File: src/rtl/sliced_logic_unit_pkg.sv
// Shared encodings for the slice-serial logic unit and the ALU decoder.
// Op codes are fixed by the ALU instruction format; state codes are local to the unit.
package sliced_logic_unit_pkg;

  typedef enum logic [1:0] {
    LOGIC_AND = 2'b00,
    LOGIC_OR  = 2'b01,
    LOGIC_XOR = 2'b10,
    LOGIC_NOR = 2'b11
  } logic_op_e;

  typedef enum logic [1:0] {
    ST_IDLE = 2'b00,
    ST_RUN  = 2'b01,
    ST_DONE = 2'b10
  } state_e;

  // Slice counter width; a single-slice configuration still needs one bit.
  function automatic int cnt_width(input int n);
    return (n > 1) ? $clog2(n) : 1;
  endfunction

endpackage

File: src/rtl/sliced_logic_unit_logic_slice.sv
// Combinational SLICE-bit four-function logic cell, time-shared across all slices.
import sliced_logic_unit_pkg::*;

module logic_slice #(
  parameter int SLICE = 4
) (
  input  logic [1:0]       i_op,
  input  logic [SLICE-1:0] i_a,
  input  logic [SLICE-1:0] i_b,
  output logic [SLICE-1:0] o_y
);

  always_comb begin
    case (logic_op_e'(i_op))
      LOGIC_AND: o_y = i_a & i_b;
      LOGIC_OR:  o_y = i_a | i_b;
      LOGIC_XOR: o_y = i_a ^ i_b;
      default:   o_y = ~(i_a | i_b);
    endcase
  end

endmodule

File: src/rtl/sliced_logic_unit.sv
// Slice-serial AND/OR/XOR/NOR unit: one SLICE-bit slice per clock, LSB first,
// with a one-cycle done pulse and a zero flag captured on completion.
//
// state   | meaning
// IDLE    | waiting for start; result/zero hold the last completed operation
// RUN     | writing slice cnt of the result each edge
// DONE    | done pulse; result and zero valid
import sliced_logic_unit_pkg::*;

module sliced_logic_unit #(
  parameter int WIDTH = 32,
  parameter int SLICE = 4
) (
  input  logic             i_clk,
  input  logic             i_reset,
  input  logic             i_start,
  input  logic [1:0]       i_op,
  input  logic [WIDTH-1:0] i_a,
  input  logic [WIDTH-1:0] i_b,
  output logic             o_busy,
  output logic             o_done,
  output logic [WIDTH-1:0] o_result,
  output logic             o_zero
);

  localparam int N     = WIDTH / SLICE;
  localparam int CNT_W = cnt_width(N);

  state_e             r_state;
  state_e             w_state_next;
  logic [CNT_W-1:0]   r_cnt;
  logic [WIDTH-1:0]   r_a;
  logic [WIDTH-1:0]   r_b;
  logic [1:0]         r_op;
  logic [WIDTH-1:0]   r_result;
  logic               r_zero;

  logic [31:0]        w_base;
  logic [SLICE-1:0]   w_a_slice;
  logic [SLICE-1:0]   w_b_slice;
  logic [SLICE-1:0]   w_y;
  logic [WIDTH-1:0]   w_result_next;
  logic               w_last;

  assign w_base    = 32'(r_cnt) * 32'(SLICE);
  assign w_a_slice = r_a[w_base +: SLICE];
  assign w_b_slice = r_b[w_base +: SLICE];
  assign w_last    = (r_cnt == CNT_W'(N - 1));

  logic_slice #(.SLICE(SLICE)) u_slice (
    .i_op (r_op),
    .i_a  (w_a_slice),
    .i_b  (w_b_slice),
    .o_y  (w_y)
  );

  // Full-width view of the result after this edge's slice write, so the
  // zero flag sees the final slice on the same edge it lands.
  always_comb begin
    w_result_next = r_result;
    w_result_next[w_base +: SLICE] = w_y;
  end

  always_ff @(posedge i_clk) begin
    if (i_reset) r_state <= ST_IDLE;
    else         r_state <= w_state_next;
  end

  always_comb begin
    w_state_next = r_state;
    case (r_state)
      ST_IDLE: if (i_start) w_state_next = ST_RUN;
      ST_RUN:  if (w_last)  w_state_next = ST_DONE;
      default:              w_state_next = ST_IDLE;
    endcase
  end

  always_comb begin
    o_busy = (r_state != ST_IDLE);
    o_done = (r_state == ST_DONE);
  end

  always_ff @(posedge i_clk) begin
    if (i_reset) begin
      r_cnt    <= '0;
      r_a      <= '0;
      r_b      <= '0;
      r_op     <= LOGIC_AND;
      r_result <= '0;
      r_zero   <= 1'b0;
    end else begin
      case (r_state)
        ST_IDLE: begin
          if (i_start) begin
            r_a      <= i_a;
            r_b      <= i_b;
            r_op     <= i_op;
            r_result <= '0;
            r_cnt    <= '0;
          end
        end
        ST_RUN: begin
          r_result <= w_result_next;
          r_cnt    <= r_cnt + CNT_W'(1);
          if (w_last) r_zero <= (w_result_next == '0);
        end
        default: ;
      endcase
    end
  end

  assign o_result = r_result;
  assign o_zero   = r_zero;

endmodule

File: config.mk
export PLATFORM = sky130hd
export DESIGN_NAME = sliced_logic_unit
export DESIGN_NICKNAME = d
export VERILOG_FILES = /design/src/rtl/sliced_logic_unit_pkg.sv /design/src/rtl/sliced_logic_unit_logic_slice.sv /design/src/rtl/sliced_logic_unit.sv
export SDC_FILE = /design/constraint.sdc
export NUM_CORES = 1
export LEC_CHECK = 0
export CORE_AREA = 2 2 109 111
export CTS_CLUSTER_SIZE = 28
export DETAILED_ROUTE_END_ITERATION = 8
export DIE_AREA = 0 0 111 113
export PLACE_DENSITY_LB_ADDON = 0.12
export SYNTH_ARGS = -nofsm -noshare
export SYNTH_HDL_FRONTEND = slang
export SYNTH_SLANG_ARGS = --single-unit
File: constraint.sdc
create_clock -name i_clk -period 3.9 [get_ports i_clk]
set_input_delay 0.78 -clock i_clk [delete_from_list [all_inputs] [get_ports i_clk]]
set_output_delay 0.78 -clock i_clk [all_outputs]
set_load 0.02 [all_outputs]
==> metrics.cfg <==
[status]
status=complete, no violations

[synth]
synth_cell_types=47
syn_avg_cell_area_um2=8.06
async_reset_ff_share_pct=0
syn-cell-area_mm2=0.00497
ys_top_cells_by_area=dfxtp_1 (42%), nand2_1 (13%), a21oi_1 (7.6%), mux4_2 (7.3%), nor2_1 (4.5%)
ys_warn_count=0
synth_top_area_share_pct=41.9
yosysTopAreaCell=dfxtp_1
ys_seq_area_share_pct=41.9
yosys-top-cells-count=nand2_1 (170), dfxtp_1 (104), a21oi_1 (75)
synth_seq_cells=104
synthFlopType=dfxtp_1
syn_inst=616
synth_edf_count=0
yosysMostFrequentCell=nand2_1
synth_fp_nets=700

[timing]
final_max_slew_viol_count=0
tightestPinTransition_ps=1150
maxClockFrequency_ghz=0.289
fin_crit_sh_pct=88.7
relSlewSlack_pct=23.4
hold_viol_final=0
grt_setup_unrepaired=no
fin_crit_ps=3460
setup_tns_ps=0
skew_ps=6.95
setup_viol=0

[pwr]
power_density_mw_per_mm2=373
p_leak_nw=2.37
total_power_mw=2.39
irDropWorstVdd_uv=222

[clock_tree]
path_clk_slew_ps=70
cts_repair_resize_count=0
insertion_delay_ps=350
cts-htree-levels=3
cts.sinks=104
clockBufferDepth=2
cts_setup_buffers=0
cts_buffers=9
holdBufCountCts=0
cts_root_buf=clkbuf_16
cts_tree=yes

[worst_setup_path]
worst-path-buf-inv=0
critPathMaxStageDelay_ps=670
critPathSlowestCell=dfxtp_1
rr_endpoint=o_zero$_SDFFE_PP0P_
timing.rr.start=r_cnt[1]$_SDFFE_PP0P_
crit_type=reg -> reg
endpoint=o_zero$_SDFFE_PP0P_
r2r_slack_ps=440
critPathLaunch=r_cnt[1]$_SDFFE_PP0P_
cp-start-kind=flip-flop
cp_cell_sequence=mux4_2 > nand2_1 > and2_1 > ha_1 > mux2i_1 > o32ai_1 > or4_1 > nand3_1 > nand3_1 > or4_1 > o21ai_1
rr_worst_depth=11
cp.arrival_ps=3740
worstSetupPathDepth=11
cp.required_ps=4180
critPathMaxFanout=10
crit_family=simple AND/OR/NAND/NOR gates
endpoint_kind=flip-flop

[floorplanning]
ioPinCount=104
initial_core_util_pct=44.1
core_mm2=0.0113
rows=39
die_w_um=111
fp.dieH_um=113
die-area_mm2=0.0125

[cells_and_area]
multiInputGateArea_mm2=0.00267
syn_to_final_growth_pct=29.1
final_nets=790
insertedDiodeCount=0
fillers=1082
regArea_mm2=0.00208
drive_gt1_share_pct=8.58

[routing]
wl_per_cell_um=15.4
dr.first_iter.drc_count=281
dr.pass1.iters=4
avgViaCountPerCell=5.41
via_count=4622
drtAntennaViolNets=0
route.detailed.drc=0
wirelength_um=13100

[global_route]
grt_pass1_wl_um=21500
grt_usage_pct=21.2
grt-ovfl-total=0
grt_pass1_vias=4469
grt_max_degree=105
antenna_found_initial=0

[placement]
globalplace.congestion=0.887
hpwl_um=9720
io_buffers=103

[min_path]
hold_class=reg -> reg

[flow_run]
cap_violations=0

-- tightest hold or removal path: cells and delay by family, from the launching register on --
kind | cells | cell delay, ps
AND/OR/NAND/NOR | 1 | 50
AO/OA/AOI/OAI | 1 | 50
flip-flops | 1 | 310
-- stage by stage --
stage	cells	hold slack [ps]	area (um^2)	setup WS [ps]	utilization (%)
2_1_floorplan	616	433	4970	381	-
3_3_place_gp	838	444	6110	554	54.2
3_5_place_dp	838	446	6110	496	54.2
4_1_cts	854	455	6410	451	56.9
5_1_grt	854	475	6410	234	56.9
6_report	854	455	6410	441	56.9
-- how the worst min path moves through the flow --
stage                               startpoint                   end  slack [ps]  depth (start not counted)
after global placement    r_b[14]$_SDFFE_PP0P_  r_b[14]$_SDFFE_PP0P_         440                          2
final                     r_b[12]$_SDFFE_PP0P_  r_b[12]$_SDFFE_PP0P_         450                          2
after detailed placement  r_b[20]$_SDFFE_PP0P_  r_b[20]$_SDFFE_PP0P_         450                          2
after global routing      r_a[12]$_SDFFE_PP0P_  r_a[12]$_SDFFE_PP0P_         470                          2
after floorplan           r_a[10]$_SDFFE_PP0P_  r_a[10]$_SDFFE_PP0P_         430                          2
after CTS                 r_b[20]$_SDFFE_PP0P_  r_b[20]$_SDFFE_PP0P_         460                          2
-- layer usage --
metal  up-vias  global-route usage (%)  wire length, um
met5         -                       0                0
met4         0                    8.17              256
met3        18                    4.07              631
met2       117                    36.6             6330
met1      2188                    26.4             5900
li1       2299                       -                -
-- placed cells by master, fill, tap and decap left out, types with 15 or more instances in the layout --
cell	count
nand3_1	15
a21oi_1	75
ha_1	15
clkdlybuf4s50_1	102
dfxtp_1	104
nand2_1	169
buf_4	15
a22oi_1	25
nor2_1	59
mux4_2	16
-- logic make-up (layout without fill, tap and decap cells) --
family                   count (synthesis)  count (layout)  share of synthesized area [%]
AND/OR/NAND/NOR                        291             291                           24.9
AO/OA/AOI/OAI                          134             134                           16.6
flip-flops                             104             104                           41.9
buffers and inverters                   52             147                           4.48
multiplexers                            20              20                           8.31
adder cells (fa/ha/maj)                 15              15                           3.78
-- where the power goes --
group	total, mW	internal [mW]	switching [mW]	leakage (nW)
combinational	0.356	0.166	0.190	1.38
clock	0.899	0.492	0.406	0.143
sequential	1.14	1.11	0.0307	0.849
-- sequential cells by signal, indices dropped and copies added (netlist names) --
| name | flops |
|---|---|
| o_result | 32 |
| r_a | 32 |
| r_b | 32 |
| r_cnt | 3 |
| r_op | 2 |
| r_state | 2 |
| o_zero | 1 |
-- area by class of cell --
| type | count | area share, % |
|---|---|---|
| inverter | 14 | 0.819 |
| sequential | 104 | 32.5 |
| timing repair buffer | 117 | 17.7 |
| tap | 143 | 2.79 |
| clock buffer | 12 | 4.15 |
| multi-input combinational | 460 | 41.6 |
| clock inverter | 4 | 0.546 |
(Power assumes the default switching activity.)
